[config.mk]
export PLATFORM = sky130hd
export DESIGN_NAME = instr_constructor_flat
export DESIGN_NICKNAME = d
export VERILOG_FILES = /design/src/rtl/instr_constructor_if.sv /design/src/rtl/instr_constructor.sv /design/src/flat_wrapper.sv
export SDC_FILE = /design/constraint.sdc
export NUM_CORES = 1
export LEC_CHECK = 0
export CELL_PAD_IN_SITES_DETAIL_PLACEMENT = 2
export CELL_PAD_IN_SITES_GLOBAL_PLACEMENT = 2
export CORE_MARGIN = 5
export CORE_UTILIZATION = 36
export DETAILED_ROUTE_END_ITERATION = 8
export PLACE_DENSITY = 0.88
export SLEW_MARGIN = 20
export SYNTH_ARGS = -nofsm -noshare
export SYNTH_HDL_FRONTEND = slang
export SYNTH_SLANG_ARGS = --single-unit
export TNS_END_PERCENT = 10
[constraint.sdc]
create_clock -name clk -period 3.3 [get_ports clk]
set_clock_uncertainty 0.1 [all_clocks]
set_input_delay 0.825 -clock clk [delete_from_list [all_inputs] [get_ports clk]]
set_output_delay 0.825 -clock clk [all_outputs]
set_load 0.01 [all_outputs]
[src/rtl/instr_constructor_if.sv]
// instr_constructor_if
// Bundles the two handshakes of the instruction constructor into one port.
// The field side carries one RV32I field bundle per transfer. The word side
// carries one encoded instruction, its write address and its status flags.
//
// Signals:
//   in_valid / in_ready     field bundle handshake (producer -> constructor)
//   in_opcode               instr[6:2]
//   in_rd, in_rs1, in_rs2   register indices
//   in_funct3, in_funct7    function fields
//   in_imm                  immediate (sign-extended offset or U value <<12)
//   out_valid / out_ready   encoded word handshake (constructor -> memory)
//   out_instr               encoded 32-bit instruction
//   out_addr                write address tagged onto out_instr
//   out_illegal             opcode outside the RV32I base map
//   out_err                 immediate out of range (range-check builds only)
//
// Modports:
//   master  loader/memory side (drives the fields and out_ready)
//   slave   constructor side
interface instr_constructor_if #(
   parameter int ADDR_SIZE = 32,
   parameter int WORD_SIZE = 32
);
   logic                 in_valid;
   logic                 in_ready;
   logic [4:0]           in_opcode;
   logic [4:0]           in_rd;
   logic [4:0]           in_rs1;
   logic [4:0]           in_rs2;
   logic [2:0]           in_funct3;
   logic [6:0]           in_funct7;
   logic [WORD_SIZE-1:0] in_imm;

   logic                 out_valid;
   logic                 out_ready;
   logic [WORD_SIZE-1:0] out_instr;
   logic [ADDR_SIZE-1:0] out_addr;
   logic                 out_illegal;
   logic                 out_err;

   modport master (
      output in_valid,
      input  in_ready,
      output in_opcode,
      output in_rd,
      output in_rs1,
      output in_rs2,
      output in_funct3,
      output in_funct7,
      output in_imm,
      input  out_valid,
      output out_ready,
      input  out_instr,
      input  out_addr,
      input  out_illegal,
      input  out_err
   );

   modport slave (
      input  in_valid,
      output in_ready,
      input  in_opcode,
      input  in_rd,
      input  in_rs1,
      input  in_rs2,
      input  in_funct3,
      input  in_funct7,
      input  in_imm,
      output out_valid,
      input  out_ready,
      output out_instr,
      output out_addr,
      output out_illegal,
      output out_err
   );
endinterface

[src/rtl/instr_constructor.sv]
// instr_constructor
// Packs RV32I instruction fields plus an immediate into a 32-bit instruction
// word. This is the inverse of the field decoder. The word format is chosen
// from the 5-bit opcode (instr[6:2]). instr[1:0] is always 2'b11. Each
// accepted bundle is tagged with an auto-incrementing write address. The
// result is queued in a 2-entry FIFO so that back-pressure from instruction
// memory never reaches the loader combinationally.
//
// Parameters:
//   ADDR_SIZE  width of out_addr
//   WORD_SIZE  instruction / immediate width (32 for RV32I)
//   BYTES      address increment per accepted word
//   BASE_ADDR  address of the first word after reset or clear
//
// Ports:
//   clk    rising-edge clock
//   rst_n  asynchronous reset, active low
//   clear  synchronous flush: empties the FIFO and reloads the address counter
//   bus    instr_constructor_if.slave (field handshake in, word handshake out)
//
// Build option:
//   IMM_RANGE_CHECK_EN  when defined, each immediate is range-checked at
//                       acceptance and the result travels with its FIFO
//                       entry as out_err. When undefined, out_err is tied
//                       low and no check logic exists. The encoding is the
//                       same in both builds.
module instr_constructor #(
   parameter int                   ADDR_SIZE = 32,
   parameter int                   WORD_SIZE = 32,
   parameter int                   BYTES     = 4,
   parameter logic [ADDR_SIZE-1:0] BASE_ADDR = '0
) (
   input logic                clk,
   input logic                rst_n,
   input logic                clear,
   instr_constructor_if.slave bus
);

   typedef enum logic [2:0] {
      FMT_R,
      FMT_I,
      FMT_S,
      FMT_B,
      FMT_U,
      FMT_J
   } fmt_t;

   localparam logic [4:0] OP_LOAD    = 5'b00000;
   localparam logic [4:0] OP_MISCMEM = 5'b00011;
   localparam logic [4:0] OP_OPIMM   = 5'b00100;
   localparam logic [4:0] OP_AUIPC   = 5'b00101;
   localparam logic [4:0] OP_STORE   = 5'b01000;
   localparam logic [4:0] OP_OP      = 5'b01100;
   localparam logic [4:0] OP_LUI     = 5'b01101;
   localparam logic [4:0] OP_BRANCH  = 5'b11000;
   localparam logic [4:0] OP_JALR    = 5'b11001;
   localparam logic [4:0] OP_JAL     = 5'b11011;
   localparam logic [4:0] OP_SYSTEM  = 5'b11100;

   fmt_t                 fmt;
   logic                 illegal;
   logic                 is_shift;
   logic [WORD_SIZE-1:0] imm;
   logic [6:0]           tail;
   logic [WORD_SIZE-1:0] enc_word;

   logic [WORD_SIZE-1:0] mem_instr   [2];
   logic [ADDR_SIZE-1:0] mem_addr    [2];
   logic                 mem_illegal [2];

   logic                 rd_ptr;
   logic                 wr_ptr;
   logic [1:0]           count;
   logic [1:0]           count_next;
   logic [ADDR_SIZE-1:0] addr_cnt;
   logic                 in_ready_q;
   logic                 push;
   logic                 pop;

   assign imm  = bus.in_imm;
   assign tail = {bus.in_opcode, 2'b11};

   // The shift immediates (slli/srli/srai) share the OP-IMM opcode. They are
   // told apart by funct3 = 001/101, which is funct3[1:0] == 01 in both
   // cases. Their upper bits carry funct7 and only imm[4:0] is the shift
   // amount.
   assign is_shift = (bus.in_opcode == OP_OPIMM) && (bus.in_funct3[1:0] == 2'b01);

   // Map the opcode to its encoding format. An opcode that is not in the
   // base map still produces a word: it is laid out as R-type and flagged as
   // illegal, so the loader can see exactly what it asked for.
   always_comb begin
      fmt     = FMT_R;
      illegal = 1'b0;
      case (bus.in_opcode)
         OP_LUI, OP_AUIPC:                               fmt = FMT_U;
         OP_JAL:                                         fmt = FMT_J;
         OP_BRANCH:                                      fmt = FMT_B;
         OP_STORE:                                       fmt = FMT_S;
         OP_JALR, OP_LOAD, OP_OPIMM, OP_SYSTEM, OP_MISCMEM: fmt = FMT_I;
         OP_OP:                                          fmt = FMT_R;
         default:                                        illegal = 1'b1;
      endcase
   end

   // Scatter the fields into their bit positions for the selected format.
   // Immediate bits that the format has no room for are dropped without
   // warning. Range problems are reported only through the optional
   // range check.
   always_comb begin
      enc_word = {bus.in_funct7, bus.in_rs2, bus.in_rs1, bus.in_funct3, bus.in_rd, tail};
      case (fmt)
         FMT_I: begin
            if (is_shift) begin
               enc_word = {bus.in_funct7, imm[4:0], bus.in_rs1, bus.in_funct3, bus.in_rd, tail};
            end else begin
               enc_word = {imm[11:0], bus.in_rs1, bus.in_funct3, bus.in_rd, tail};
            end
         end
         FMT_S: begin
            enc_word = {imm[11:5], bus.in_rs2, bus.in_rs1, bus.in_funct3, imm[4:0], tail};
         end
         FMT_B: begin
            enc_word = {imm[12], imm[10:5], bus.in_rs2, bus.in_rs1, bus.in_funct3,
                        imm[4:1], imm[11], tail};
         end
         FMT_U: begin
            enc_word = {imm[WORD_SIZE-1:12], bus.in_rd, tail};
         end
         FMT_J: begin
            enc_word = {imm[20], imm[10:1], imm[11], imm[19:12], bus.in_rd, tail};
         end
         default: begin
         end
      endcase
   end

`ifdef IMM_RANGE_CHECK_EN
   logic enc_err;
   logic fits12;
   logic fits13;
   logic fits21;
   logic mem_err [2];

   // An N-bit signed value fits when every bit from N-1 up to the MSB is
   // equal to the sign bit. So the slice must be all ones or all zeros.
   assign fits12 = (&imm[WORD_SIZE-1:11]) | ~(|imm[WORD_SIZE-1:11]);
   assign fits13 = (&imm[WORD_SIZE-1:12]) | ~(|imm[WORD_SIZE-1:12]);
   assign fits21 = (&imm[WORD_SIZE-1:20]) | ~(|imm[WORD_SIZE-1:20]);

   // Decide whether the immediate could not be represented by its format.
   // Branch and jump offsets must also be even. U immediates must already
   // be shifted left by 12. A shift amount above 31 is an error rather
   // than a wrap.
   always_comb begin
      enc_err = 1'b0;
      case (fmt)
         FMT_I:   enc_err = is_shift ? (|imm[WORD_SIZE-1:5]) : ~fits12;
         FMT_S:   enc_err = ~fits12;
         FMT_B:   enc_err = ~fits13 | imm[0];
         FMT_J:   enc_err = ~fits21 | imm[0];
         FMT_U:   enc_err = |imm[11:0];
         default: enc_err = 1'b0;
      endcase
   end

   // The error flag is stored with its word, so it pops out together with
   // the instruction it belongs to.
   always_ff @(posedge clk or negedge rst_n) begin
      if (!rst_n) begin
         for (int i = 0; i < 2; i++) begin
            mem_err[i] <= 1'b0;
         end
      end else if (push && !clear) begin
         mem_err[wr_ptr] <= enc_err;
      end
   end

   assign bus.out_err = mem_err[rd_ptr];
`else
   assign bus.out_err = 1'b0;
`endif

   assign push = bus.in_valid & in_ready_q;
   assign pop  = (count != 2'd0) & bus.out_ready;

   // Work out next cycle's occupancy. A clear empties the FIFO no matter
   // what else happens that cycle. A push and a pop in the same cycle
   // cancel out.
   always_comb begin
      count_next = count;
      if (clear) begin
         count_next = 2'd0;
      end else if (push && !pop) begin
         count_next = count + 2'd1;
      end else if (pop && !push) begin
         count_next = count - 2'd1;
      end
   end

   // FIFO pointers, occupancy, write-address counter and the registered
   // ready. in_ready comes from next cycle's occupancy and does not look at
   // out_ready. This keeps a full FIFO from taking a bundle in the same
   // cycle that a pop frees a slot, and leaves no combinational path from
   // the memory side back to the loader. The address counter wraps
   // naturally at 2^ADDR_SIZE.
   always_ff @(posedge clk or negedge rst_n) begin
      if (!rst_n) begin
         count      <= 2'd0;
         rd_ptr     <= 1'b0;
         wr_ptr     <= 1'b0;
         addr_cnt   <= BASE_ADDR;
         in_ready_q <= 1'b1;
      end else if (clear) begin
         count      <= 2'd0;
         rd_ptr     <= 1'b0;
         wr_ptr     <= 1'b0;
         addr_cnt   <= BASE_ADDR;
         in_ready_q <= 1'b1;
      end else begin
         count      <= count_next;
         in_ready_q <= (count_next != 2'd2);
         if (push) begin
            wr_ptr   <= ~wr_ptr;
            addr_cnt <= addr_cnt + ADDR_SIZE'(BYTES);
         end
         if (pop) begin
            rd_ptr <= ~rd_ptr;
         end
      end
   end

   // FIFO storage. Each entry is reset to zero so that the outputs read as
   // zero straight after reset. A clear only moves the pointers; stale
   // contents stay hidden behind out_valid.
   always_ff @(posedge clk or negedge rst_n) begin
      if (!rst_n) begin
         for (int i = 0; i < 2; i++) begin
            mem_instr[i]   <= '0;
            mem_addr[i]    <= '0;
            mem_illegal[i] <= 1'b0;
         end
      end else if (push && !clear) begin
         mem_instr[wr_ptr]   <= enc_word;
         mem_addr[wr_ptr]    <= addr_cnt;
         mem_illegal[wr_ptr] <= illegal;
      end
   end

   assign bus.in_ready    = in_ready_q;
   assign bus.out_valid   = (count != 2'd0);
   assign bus.out_instr   = mem_instr[rd_ptr];
   assign bus.out_addr    = mem_addr[rd_ptr];
   assign bus.out_illegal = mem_illegal[rd_ptr];

endmodule

[src/flat_wrapper.sv]
// flat-port wrapper written by rule: the top's interface ports become plain ports
module instr_constructor_flat 
#(
   parameter int                   ADDR_SIZE = 32,
   parameter int                   WORD_SIZE = 32,
   parameter int                   BYTES     = 4,
   parameter logic [ADDR_SIZE-1:0] BASE_ADDR = '0
)
  (clk, rst_n, clear, bus_in_valid, bus_in_ready, bus_in_opcode, bus_in_rd, bus_in_rs1, bus_in_rs2, bus_in_funct3, bus_in_funct7, bus_in_imm, bus_out_valid, bus_out_ready, bus_out_instr, bus_out_addr, bus_out_illegal, bus_out_err);
  instr_constructor_if #(.ADDR_SIZE(ADDR_SIZE), .WORD_SIZE(WORD_SIZE)) bus_i ();
  input logic clk;
  input logic rst_n;
  input logic clear;
  input wire logic [$bits(bus_i.in_valid)-1:0] bus_in_valid;
  output wire logic [$bits(bus_i.in_ready)-1:0] bus_in_ready;
  input wire logic [$bits(bus_i.in_opcode)-1:0] bus_in_opcode;
  input wire logic [$bits(bus_i.in_rd)-1:0] bus_in_rd;
  input wire logic [$bits(bus_i.in_rs1)-1:0] bus_in_rs1;
  input wire logic [$bits(bus_i.in_rs2)-1:0] bus_in_rs2;
  input wire logic [$bits(bus_i.in_funct3)-1:0] bus_in_funct3;
  input wire logic [$bits(bus_i.in_funct7)-1:0] bus_in_funct7;
  input wire logic [$bits(bus_i.in_imm)-1:0] bus_in_imm;
  output wire logic [$bits(bus_i.out_valid)-1:0] bus_out_valid;
  input wire logic [$bits(bus_i.out_ready)-1:0] bus_out_ready;
  output wire logic [$bits(bus_i.out_instr)-1:0] bus_out_instr;
  output wire logic [$bits(bus_i.out_addr)-1:0] bus_out_addr;
  output wire logic [$bits(bus_i.out_illegal)-1:0] bus_out_illegal;
  output wire logic [$bits(bus_i.out_err)-1:0] bus_out_err;
  assign bus_i.in_valid = bus_in_valid;
  assign bus_in_ready = bus_i.in_ready;
  assign bus_i.in_opcode = bus_in_opcode;
  assign bus_i.in_rd = bus_in_rd;
  assign bus_i.in_rs1 = bus_in_rs1;
  assign bus_i.in_rs2 = bus_in_rs2;
  assign bus_i.in_funct3 = bus_in_funct3;
  assign bus_i.in_funct7 = bus_in_funct7;
  assign bus_i.in_imm = bus_in_imm;
  assign bus_out_valid = bus_i.out_valid;
  assign bus_i.out_ready = bus_out_ready;
  assign bus_out_instr = bus_i.out_instr;
  assign bus_out_addr = bus_i.out_addr;
  assign bus_out_illegal = bus_i.out_illegal;
  assign bus_out_err = bus_i.out_err;
  instr_constructor #(.ADDR_SIZE(ADDR_SIZE), .WORD_SIZE(WORD_SIZE), .BYTES(BYTES), .BASE_ADDR(BASE_ADDR)) u_core (.clk(clk), .rst_n(rst_n), .clear(clear), .bus(bus_i));
endmodule
---- After elaboration in Yosys (flattened, before gate mapping) ----
Cells that the tools add are included.
cells by class
  add/sub/neg operators ................... 3
  order comparisons ....................... 3
  eq/ne operators ......................... 17
  mux-type cells .......................... 31
  bitwise logic cells ..................... 6
  reductions and logical operators ........ 15
operators by type and width
  cell                                                       number
  two-way mux 32 bit                                         10
  one-hot mux 32 bit (5 select lines)                        1
  bitwise mux 64 bit                                         2
  adder 32 x 3 -> 32 bit (second input constant)             1
  demux 32 bit (select 1 bit)                                1
  == test 5 bit (second input constant)                      4
  == test 5 x 4 -> 1 bit (second input constant)             3
  one-hot mux 3 bit (5 select lines)                         1
  OR reduction 11 bit                                        1
  == test 5 x 3 -> 1 bit (second input constant)             2
  two-way mux 1 bit                                          10
  two-way mux 2 bit                                          4
  == test 3 x 2 -> 1 bit (second input constant)             2
  == test 3 bit (second input constant)                      2
  nonzero test 2 bit                                         3
  == test 5 x 2 -> 1 bit (second input constant)             1
  logical AND 1 bit                                          5
  logical NOT 5 bit                                          1
  OR reduction 5 bit                                         1
  greater-or-equal comparator 2 bit (second input constant)  2
  inverter 1 -> 2 bit                                        2
  == test 3 x 1 -> 1 bit (second input constant)             1
  logical NOT 1 bit                                          3
  adder 2 x 1 -> 2 bit (second input constant)               1
  9 further kinds                                            11
word-level totals
  bits in registers ....................... 167
  input port bits ......................... 67
  output and inout port bits .............. 68

---- Depth between registers and ports, before layout ----
Gate-level depths: netlist of run 1.
  depth in word-level cells ............... 8
  gate-level depth with buffers ........... 8
  mapped depth without buffers ............ 7

---- Least setup slack after synthesis of run 1 ----
No wires, ideal clock.
  path type ............................... register -> output
  start point ............................. reg u_core.rd_ptr
  end point ............................... out bus_out_instr[1]
  arrival ................................. 1.476 ns
  slack ................................... 0.899 ns
  stages on the path, launching flop included .. 5
  buffers on the path ..................... 3
  path through ............................ dfrtp_1 > clkbuf_1 > buf_1 > mux2_2 > buf_4
between the ends
  longest elaborated chain between the ends .. 4
RTL lines
  item                                                   RTL line                  RTL
  start, declared                                        instr_constructor.sv:71   logic rd_ptr;
  start signal, assigned                                 instr_constructor.sv:228  rd_ptr <= ~rd_ptr;
  inverter 1 -> 2 bit (not written as such)              instr_constructor.sv:252  assign bus.out_instr = mem_instr[rd_ptr];
  two-way mux 32 bit (not written as such) (3 in a row)  instr_constructor.sv:252
  end, declared                                          flat_wrapper.sv:25        output wire logic [$bits(bus_i.out_instr)-1:0] bus_out_instr;
No other way between the ends. The select of a mux whose other input is x is not followed.

---- Worst setup path after layout of run 1 ----
  start point ............................. reg u_core.rd_ptr
  end point ............................... out bus_out_addr[2]
between the ends
  longest elaborated chain between the ends .. 4
RTL lines
  item                                                   RTL line                  RTL
  inverter 1 -> 2 bit (not written as such)              instr_constructor.sv:253  assign bus.out_addr = mem_addr[rd_ptr];
  two-way mux 32 bit (not written as such) (3 in a row)  instr_constructor.sv:253
  end, declared                                          flat_wrapper.sv:26        output wire logic [$bits(bus_i.out_addr)-1:0] bus_out_addr;
No other way between the ends. The select of a mux whose other input is x is not followed.

==> results of run 1 <==
[power breakdown]
part / switching [mW] / internal (mW) / leakage, nW
logic: 1.12 / 1.14 / 2.33
registers: 0.291 / 2.38 / 2.11
clock network: 0.832 / 1.38 / 0.310
total: 2.24 / 4.90 / 4.74
[state kept, by name (all words and copies together), names as in the netlist]
signal               count
u_core.addr_cnt         30
u_core.bus.in_ready      1
u_core.count             2
u_core.mem_addr         60
u_core.mem_illegal       2
u_core.mem_instr        62
u_core.rd_ptr            1
u_core.wr_ptr            1
[layout by cell type, fill, tap and decap left out, drive strengths merged, types with 5 or more instances in the layout]
cell           netlist  final
clkdlybuf4s50        0    130
nor4                 5      5
a221oi               8      8
a21oi                6      6
nand2b               5      5
mux2i               14     14
nand4               15     15
nand3                9      9
nor2b                5      5
and3                 8      8
clkbuf              22     21
xor2                25     25
xnor2                8      8
nor2                39     39
bufinv               0      5
buf                 26     26
o21ai               59     59
a211oi               7      7
dfrtp              158    158
nand2              181    181
inv                  7      8
mux2                97     97
[worst max-delay path: stages, from the launching register on]
cell and delay, ps:
dfrtp_2 590, buf_4 340, mux2_2 390, clkdlybuf4s50_1 480
[metal layers]
metal	part of all wire (%)	wire length (um)	up-vias	global-route usage, %
li1	-	-	2814	-
met1	43	11580	3228	28.22
met2	51	13820	132	38.80
met3	3.1	849	52	4.812
met4	3.0	811	0	8.636
met5	0	0	-	0
[final cells by class]
class | instances | area [sq um]
Fill cell | 2179 | 10980
Sequential cell | 159 | 3981
Multi-Input combinational cell | 535 | 3545
Timing Repair Buffer | 156 | 1563
Clock buffer | 21 | 460.4
Tap cell | 275 | 344.1
Clock inverter | 10 | 183.9
Inverter | 7 | 26.28
[how the worst min path moves through the flow]
stage	start	endpoint	slack, ps
after floorplan	u_core.mem_instr[1]	u_core.mem_instr[1]	330
after CTS	rst_n	u_core.mem_instr[30]	270
after global placement	u_core.mem_instr[33]	u_core.mem_instr[33]	350
after detailed placement	u_core.mem_instr[33]	u_core.mem_instr[33]	350
after global routing	rst_n	u_core.mem_instr[30]	280
final	rst_n	u_core.mem_instr[62]	240
[cells by family (layout without fill, tap and decap cells)]
group	Yosys count	after routing	share of synthesized area, %
AO/OA/AOI/OAI	99	99	7.981
other	1	3	0.04842
XOR/XNOR	33	33	3.732
AND/OR/NAND/NOR	287	287	17.48
adder cells (fa/ha/maj)	2	2	0.3231
multiplexers	111	111	15.91
flip-flops	159	159	51.39
buffers and inverters	55	194	3.134
==> results, run 1 <==
- The flow ran to the end, and the final reports show no timing, DRC or antenna violations.
- Headroom to the max-slew limit came out at 55.80%.
- The latest clock arrival within the worst-skew pair is 440 ps.
- nand2_1 is the most common cell in the netlist.
- STA classifies the critical path endpoint as an output port.
- The area of all placed cells without fillers is 10100 sq um.
- For this run, design rule violations remaining after detail routing come to 0.
- The routed design could run at a clock period as short as roughly 3200 ps.
- The highest achievable clock rate is 315.9 MHz.
- The final layout contains 945 nets.
- Setup repair after global routing left no endpoint under its margin.
- The final critical-path setup slack is between 100 and 150 ps.
- The most used flip-flop cell after synthesis is dfrtp_1.
- The startpoint identified for the worst register-to-register timing path is u_core.addr_cnt[13].
- The final hold violation count is 0.
- The post-route antenna net violation count is 0.
- The wire length of the first global-routing pass is approximately 43000 um.
- The start point of the critical path is u_core.rd_ptr.
- The via count of the first global-routing pass is 7180.
- The relative area change from synthesis to final layout is 30.45%.
- At the end of the flow the core is filled with cells to between 40 and 50%.
- The total number of placement rows is 53.
- The pre-antenna-repair detailed-routing pass consisted of 4 iterations.
- The commonest cells after synthesis are nand2_1, dfrtp_1, mux2_2.
- The total number of H-tree levels is 4.
- The length in cells of the worst reg-to-reg path is 5.
- The synthesized design spends more area on one cell type than any other, namely dfrtp_1.
- The count of vias placed by the detailed router is between 6000 and 7000.
- The path class of the tightest hold or removal check is in2async.
- The fraction of synthesized cell area taken by the top area cell type is 51.05%.
- The number of cells in the finished layout apart from fillers is 1163.
- The detailed-route wire length per cell is between 20 and 25 um.
- 0 antenna diodes ended up in the layout.
- The global-route total usage across every layer is a little under a quarter.
- The leakage power is 4.742 nW.
- The worst register-to-register path ends at u_core.addr_cnt[25].
- CTS saw around 160 sinks.
- The average via count per standard cell is between 5 and 6.
- The maximum root-to-sink buffer count is 2.
- The number of antenna violations at the first check in global routing is 0.
- The number of synthesis warnings is 0.
- The arrival time reported for the critical path endpoint is roughly 2200 ps.
- The number of buffers added by the clock tree synthesis step is 17.
- Power spread over the standard cell area amounts to 707.2 nW/um^2.
- The capture point of the critical path is bus_out_addr[2].
- The count of mapped cells out of synthesis is roughly 750.
- The detailed placer's ending HPWL is 17500 um.
- The worst setup path is launched from a flop.
- The classification of the worst setup path is reg2out.
- The max-capacitance violation count is 0.
- The sum of internal, switching and leakage power is 7.145 mW.
- Setup total negative slack on the finished layout was measured at 0 ps.
- The number of primary I/O pins is 135.
- The clock root buffer is clkbuf_16.
- The worst register-to-register path has a setup slack of between 1000 and 1500 ps.
- The area of placed instances is 9459 sq um.
- The slew at the pin with the worst max-slew slack is approximately 660 ps.
- After clock tree synthesis, the repair step resized 0 gates.
- The register clock-pin slew on the reported worst setup and hold paths is around 70 ps.
- Yosys attributes the largest share of cell area to dfrtp_1, mux2_2, nand2_1.
- The first routing iteration left 239 violations.
- The core region is 21090 sq um.
- The die outline area is roughly 25000 sq um.
- The congestion estimate from routability-driven global placement came to 0.7932.
- The number of synthesized flops with an enable pin is 0.
- The synthesized netlist occupies a cell area of around 7700 sq um.
- For this configuration, the core starts out at a cell density of 36.73%.
- The detailed-route wire length is 27060 um.
- Along the worst path, the maximum fanout reaches 16.
- The TritonCTS clock tree is yes.
- The worst setup slack before clock tree synthesis is around 180 ps.
- The setup fix buffers added after clock tree synthesis is 0.
- The number of unique standard cell types used by synthesis is 53.
- The sequential element share of the synthesized area is 51.39%.
- Across the VDD grid, the largest voltage drop is 377.5 uV.
- In this run the horizontal extent of the chip is 156.7 um.
- The number of hold-repair buffers added at the cts stage is 0.
- In the final layout, the share of cells above drive strength 1 is 18.92%.
- The number of register bits inferred by synthesis is 159.
- The count of buffers added on input and output ports is about 130.
- The maximum number of pins on one net before global-route repair is 63.
- The data required time at the worst endpoint is 2370 ps.
- The total overflow reported by the global router is 0.
- The final max-slew violation count is 0.
- The share of synthesized registers carrying an async set or reset is 100.0%.
- The die is around 160 um tall.
- The placed instance count is 1132.
- A synthesized cell averages 10.37 sq um.
- Hold is met by 238.5 ps.
- Setup violations remaining at the end of the flow were counted as 0.
- The post-route fraction of the period consumed by the critical path is 95.93%.
(Power assumes the default switching activity.)
==> run 2: changes to the inputs <==
--- a/config.mk
+++ b/config.mk
@@ -8,9 +8,9 @@
 export CELL_PAD_IN_SITES_DETAIL_PLACEMENT = 2
 export CELL_PAD_IN_SITES_GLOBAL_PLACEMENT = 2
 export CORE_MARGIN = 5
-export CORE_UTILIZATION = 36
+export CORE_UTILIZATION = 30
 export DETAILED_ROUTE_END_ITERATION = 8
-export PLACE_DENSITY = 0.88
+export PLACE_DENSITY = 0.78
 export SLEW_MARGIN = 20
 export SYNTH_ARGS = -nofsm -noshare
 export SYNTH_HDL_FRONTEND = slang
==> constraint.sdc (replaced) <==
create_clock -name clk -period 2.62 [get_ports clk]
set_clock_uncertainty 0.1 [all_clocks]
set_input_delay 0.655 -clock clk [delete_from_list [all_inputs] [get_ports clk]]
set_output_delay 0.655 -clock clk [all_outputs]
set_load 0.01 [all_outputs]
==> results, run 2 (synthesized netlist as in run 1, its figures left out) <==
- The run finished with clean final reports.
- The congestion estimate from routability-driven global placement came to 0.7829.
- The final hold violation count is 0.
- The relative area change from synthesis to final layout is 34.14%.
- In the final design database the tool counted between 900 and 1000 nets.
- Along the worst path, the maximum fanout reaches 15.
- The headroom to the max-slew limit is 58.97%.
- The iteration count of the initial detailed-routing pass is 4.
- The area of all placed cells without fillers is between 10000 and 15000 sq um.
- The number of antenna violations at the first check in global routing came to 2.
- The sum of internal, switching and leakage power is 8.524 mW.
- The arrival time reported for the critical path endpoint is 1810 ps.
- Summed over all nets, the half-perimeter wirelength after detailed placement is 17200 um.
- The final-report setup violation count is 0.
- The final max-slew violation count was 0.
- The master of the slowest instance on the critical path is dfrtp_2.
- The total number of placement rows is between 50 and 60.
- The later pin in the worst-skew pair is clocked with a latency of 430 ps.
- The longest clock path from root to sink contains 2 buffers.
- The largest registers in the layout are u_core.mem_instr: 62 flops, u_core.mem_addr: 60 flops, u_core.addr_cnt: 30 flops.
- The slew at the pin with the worst max-slew slack is 610.8 ps.
- The worst path needs between 2000 and 3000 ps of the cycle, external delays included.
- For the worst setup path, the data required time is 1870 ps.
- The average via count per standard cell is 4.945.
- Traced cell by cell, the critical path runs through buf_4, buf_12, mux2_2, dlygate4sd2_1.
- Input and output buffers added on the ports amount to 131.
- For this configuration, the core starts out at a cell density of between 30% and 40%.
- VDD sags by at most 392.2 uV.
- The startpoint class of the critical path is a flop.
- The post-route fraction of the period consumed by the critical path is around 100%.
- 0 antenna diodes ended up in the layout.
- The number of violations reported at the end of detailed-routing iteration 0 is 286.
- The worst path meets setup with 56.87 ps of slack.
- The flip-flop count of the largest register after layout is a little over 60.
- The clock root buffer is clkbuf_16.
- Prior to clock tree synthesis, the placed netlist has a worst setup slack of -237.8 ps.
- The wire length of the first global-routing pass is 40120 um.
- u_core.mem_instr holds more flip-flops than any other register.
- The post-route antenna net violation count is 0.
- The clock sink total is approximately 160.
- Hold is met by roughly 64 ps.
- For this run, the total global-route usage over all layers was measured as between 10% and 20%.
- After detailed placement, the design holds a cell count of 1210.
- TritonCTS created 17 clock buffers.
- Cells fill 41.02% of the core in the end.
- The routed layout has 6166 vias.
- The placed instances occupy a cell area of 9788 sq um.
- Leaving out fill and tap cells, the most frequent cell in the layout is nand2_1.
- The die outline area is between 20000 and 30000 sq um.
- Leaving out fill and tap cells, the most frequent cells in the layout are nand2_1, dfrtp_1, mux2_2.
- The highest achievable clock rate is 390.1 MHz.
- The via count of the first global-routing pass is 7021.
- Measured along the y axis, the die boundary spans 170.7 um.
- The worst setup path is of the reg2out kind.
- The core region is 25330 sq um.
- Summed over all cells, the static leakage comes to 5.126 nW.
- The number of cells in the finished layout apart from fillers is 1247.
- The share of layout cells above drive strength 1 is 21.70%.
- The largest single stage delay on the critical path is 410 ps.
- The detailed-route wire length per cell is between 20 and 25 um.
- After global routing the overflow that remains totals 0.
- The path type of the worst min-delay path is in2async.
- The worst setup path is captured at an output port.
- The maximum number of pins on one net before global-route repair is 48.
- The max-capacitance violation count is 0.
- After clock tree synthesis, the flow added hold-fix buffers numbering 0.
- The detailed-route wire length is 25110 um.
- The width of the chip is 170.7 um.
- The number of primary I/O pins is 135.
- The total number of H-tree levels is 4.
- The setup TNS is 0 ps.
- The TritonCTS clock tree is yes.
- Setup repair after global routing could not meet its margin everywhere.
- The number of remaining DRC errors is 0.
- The register clock-pin slew on the reported worst setup and hold paths is 70 ps.
- Dividing total power by cell area gives a power density of 820.5 nW/um^2.
## run 2: changes by cell type in the layout (fill, tap and decap cells not counted), sizes merged
cell | previous run | this run
buf | 26 | 54
bufinv | 5 | 0
clkbuf | 21 | 17
clkdlybuf4s15 | 0 | 1
clkdlybuf4s50 | 130 | 67
clkinv | 2 | 6
clkinvlp | 2 | 0
dlygate4sd2 | 0 | 62
inv | 8 | 16
## run 2: path summary, 6_finish.rpt
kind,startpoint,endpoint,slack [ps],cells past startpoint
max,u_core.rd_ptr,bus_out_addr[18],60,4
min,rst_n,u_core.mem_instr[63],60,1
max reg2reg,u_core.addr_cnt[7],u_core.addr_cnt[21],560,5
min reg2reg,u_core.mem_instr[33],u_core.mem_instr[33],380,1
max in group asynchronous,rst_n,u_core.bus.in_ready,1750,2
min in group clk,u_core.mem_instr[33],u_core.mem_instr[33],380,1
## run 2: routing by layer
metal	track usage (%)	vias up	part of all wire, %
met3	2.565	23	3.0
met5	0	-	0.052
met1	22.63	3156	44
li1	-	2881	-
met4	4.722	2	1.4
met2	31.33	104	52
## run 2: cell type report
cell class | count | area [sq um]
Clock buffer | 17 | 425.4
Clock inverter | 15 | 163.9
Fill cell | 2665 | 14940
Inverter | 7 | 26.28
Multi-Input combinational cell | 535 | 3556
Sequential cell | 159 | 3981
Tap cell | 330 | 412.9
Timing Repair Buffer | 184 | 1823
## run 2: worst max-delay path: cells and delay by family (launching register included)
kind     cells  cell delay (ps)
mux          1              370
flops        1              410
buf+inv      3              590
## run 2: where the power goes
part,internal (mW),switching [mW]
clock,1.28,1.18
sequential,2.99,0.309
combinational,1.36,1.40
## run 2: repair_timing
item                                    in CTS  in global routing
pin swaps                                    0                  0
resized for setup                           65                  4
endpoints found under the setup margin      63                 13
buffers inserted                             3                  0
cloned                                       2                  0
==> run 3: changes to the inputs <==
--- a/config.mk
+++ b/config.mk
@@ -5,12 +5,13 @@
 export SDC_FILE = /design/constraint.sdc
 export NUM_CORES = 1
 export LEC_CHECK = 0
+export ABC_CLOCK_PERIOD_IN_PS = 2620
 export CELL_PAD_IN_SITES_DETAIL_PLACEMENT = 2
 export CELL_PAD_IN_SITES_GLOBAL_PLACEMENT = 2
 export CORE_MARGIN = 5
 export CORE_UTILIZATION = 30
 export DETAILED_ROUTE_END_ITERATION = 8
-export PLACE_DENSITY = 0.78
+export PLACE_DENSITY = 0.73
 export SLEW_MARGIN = 20
 export SYNTH_ARGS = -nofsm -noshare
 export SYNTH_HDL_FRONTEND = slang
==> results, run 3 (synthesized netlist as in run 1, its figures left out) <==
- The run finished with clean final reports.
- The peak ir drop on the vdd network is 533.9 uV.
- The chip height is 170.7 um.
- The number of antenna violations at the first check in global routing is 1.
- The later pin in the worst-skew pair is clocked with a latency of between 400 and 500 ps.
- The clock network is responsible for between 20% and 30% of the overall power.
- The initial core utilization is a little under a third.
- The arrival time reported for the critical path endpoint is 1840 ps.
- For the pin with the worst max-slew slack, the measured transition is 595.6 ps.
- From synthesis to final layout, the design area changed by 33.78%.
- The share of layout cells above drive strength 1 is 22.15%.
- Summing internal, switching and leakage power gives 8.427 mW.
- The largest registers in the layout are u_core.mem_instr: 62 flops, u_core.mem_addr: 60 flops, u_core.addr_cnt: 30 flops.
- The leakage power is 5.123 nW.
- By startpoint and endpoint, the worst setup path is classified as reg2out.
- The clock passes through at most 2 buffers.
- The total overflow reported by the global router is 0.
- The maximum net fanout on the critical path is 29.
- The total number of H-tree levels is 4.
- Power spread over the standard cell area amounts to roughly 810 nW/um^2.
- The final hold violation count was 0.
- The congestion estimate from routability-driven global placement came to 0.7842.
- Setup repair after global routing could not meet its margin everywhere.
- The flip-flop count of the largest register after layout is 62.
- The width of the chip is between 150 and 200 um.
- Timing would allow up to 385.8 MHz.
- u_core.mem_instr holds more flip-flops than any other register.
- The setup check on the worst reg-to-reg path leaves a slack of approximately 570 ps.
- The number of buffers added on ports is 131.
- Hold is met by approximately 59 ps.
- For the worst setup path, the data required time is ~1900 ps.
- The minimum period implied by the final worst setup slack is 2592 ps.
- The post-route fraction of the period consumed by the critical path is 98.92%.
- The clock sink total is between 150 and 200.
- The global-route total usage across every layer is 16.84%.
- The headroom to the max-slew limit is 60.00%.
- The switching fraction of total power is 32.50%.
- The number of remaining DRC errors is 0.
- The max-capacitance violation count is 0.
- The min-delay analysis places its worst path in the category in2async.
- After clock tree synthesis, the clock-pin slew on the worst setup and hold paths is 70 ps.
- The delay of the slowest critical-path stage is 390 ps.
- The via count of the first global-routing pass is 6882.
- Leaving out fill and tap cells, the most frequent cell in the layout is nand2_1.
- STA classifies the critical path endpoint as an output port.
- Walking the worst path, the cells encountered are buf_4, buf_12, mux2_2, dlygate4sd2_1.
- The count of vias placed by the detailed router is just over 6000.
- The wire-length estimate of the detail-placed layout is 17040 um.
- The total number of placement rows is 58.
- The net switching power of the design is around 2.7 mW.
- After clock tree synthesis, the flow added hold-fix buffers numbering 0.
- The detailed-route wire length per cell is around 19 um.
- The area of the core region is 25330 sq um.
- The logic gate share of total power is 31.7%.
- The number of violations reported at the end of detailed-routing iteration 0 is 203.
- The internal power contribution is 5.688 mW.
- The final net count is 977.
- The iteration count of the initial detailed-routing pass is 4.
- The floorplan step defined a die boundary enclosing between 20000 and 30000 sq um.
- The wire length of the first global-routing pass is ~39000 um.
- The layout has 2678 filler cells.
- The final max-slew violation count is 0.
- The master of the slowest instance on the critical path is dfrtp_2.
- The average via count per standard cell is 4.843.
- The number of buffers added by the clock tree synthesis step is 17.
- Setup violations remaining at the end of the flow were counted as 0.
- The power share of the sequential group is 39.2%.
- The post-route antenna net violation count is 0.
- CTS placed an instance of clkbuf_16 at the clock tree root.
- For this design the top-level I/O count stands at 135.
- The worst setup path is launched from a flop.
- The routed design has between 20000 and 25000 um of wire.
- The maximum number of pins on one net before global-route repair is 53.
- TritonCTS built the clock tree.
- In the layout the commonest cells are nand2_1, dfrtp_1, mux2_2.
-- run 3: cell types whose count changed in the layout (fill, tap and decap cells not counted), sizes merged, moves of 2 or more --
cell / change
clkdlybuf4s15: +2
dlygate4sd2: -4
buf: +3
clkbuf: +4
inv: -3
-- run 3: worst max-delay path: cells and delay by family, from the launching register on --
family | cells | cell delay [ps]
buffers and inverters | 3 | 630
DFF | 1 | 390
muxes | 1 | 390
-- run 3: power groups by stage --
| stage | Sequential (mW) | Clock [mW] | Combinational, mW |
|---|---|---|---|
| finish | 3.30 | 2.45 | 2.67 |
| global route | 3.37 | 2.64 | 2.95 |
| CTS | 3.31 | 2.53 | 2.68 |
| detailed placement | 3.35 | 0 | 2.90 |
| global placement | 3.30 | 0 | 2.84 |
| floorplan | 3.23 | 0 | 1.47 |
-- run 3: layer usage --
metal | track usage (%) | wire length, um | part of all wire, %
met1 | 22.03 | 10920 | 46
met2 | 29.09 | 12120 | 51
met3 | 2.657 | 625 | 2.6
met4 | 4.583 | 311 | 1.3
met5 | 0 | 0 | 0
-- run 3: path summary, 6_finish.rpt --
kind                                    endpoint  cells past startpoint                 from
max in group asynchronous          u_core.rd_ptr                      2                rst_n
min in group clk             u_core.mem_addr[40]                      2  u_core.mem_addr[40]
max                              bus_out_illegal                      4        u_core.rd_ptr
min reg2reg                  u_core.mem_addr[40]                      2  u_core.mem_addr[40]
max reg2reg                  u_core.addr_cnt[31]                      5  u_core.addr_cnt[13]
min                        u_core.mem_illegal[0]                      1                rst_n
-- run 3: through the flow --
stage / setup TNS [ps] / worst slack [ps] / instance area [sq um] / cells / utilization (%)
6_report: 0 / 28.17 / 10360 / 1252 / 40.91
3_3_place_gp: -168.7 / -27.29 / 9808 / 1216 / 38.73
2_1_floorplan: 0 / 388.9 / 7752 / 749 / -
4_1_cts: -188.0 / -188.0 / 10310 / 1248 / 40.70
3_5_place_dp: -2145 / -160.3 / 9808 / 1216 / 38.73
5_1_grt: -375.6 / -41.66 / 10360 / 1252 / 40.91
-- run 3: cell type report --
| type | count | area [sq um] | share of cell area [%] |
|---|---|---|---|
| sequential | 159 | 3981 | 38.43 |
| multi-input combinational | 535 | 3552 | 34.28 |
| timing repair buffer | 188 | 1808 | 17.45 |
| clock buffer | 19 | 452.9 | 4.371 |
| tap | 330 | 412.9 | 3.985 |
| clock inverter | 13 | 125.1 | 1.208 |
| inverter | 7 | 26.28 | 0.2536 |
| antenna | 1 | 2.502 | 0.02415 |
-- run 3: repair_timing --
item,in CTS,in global routing
cloned,0,1
buffers inserted,0,2
gates resized for setup,62,8
setup endpoints to repair,63,1
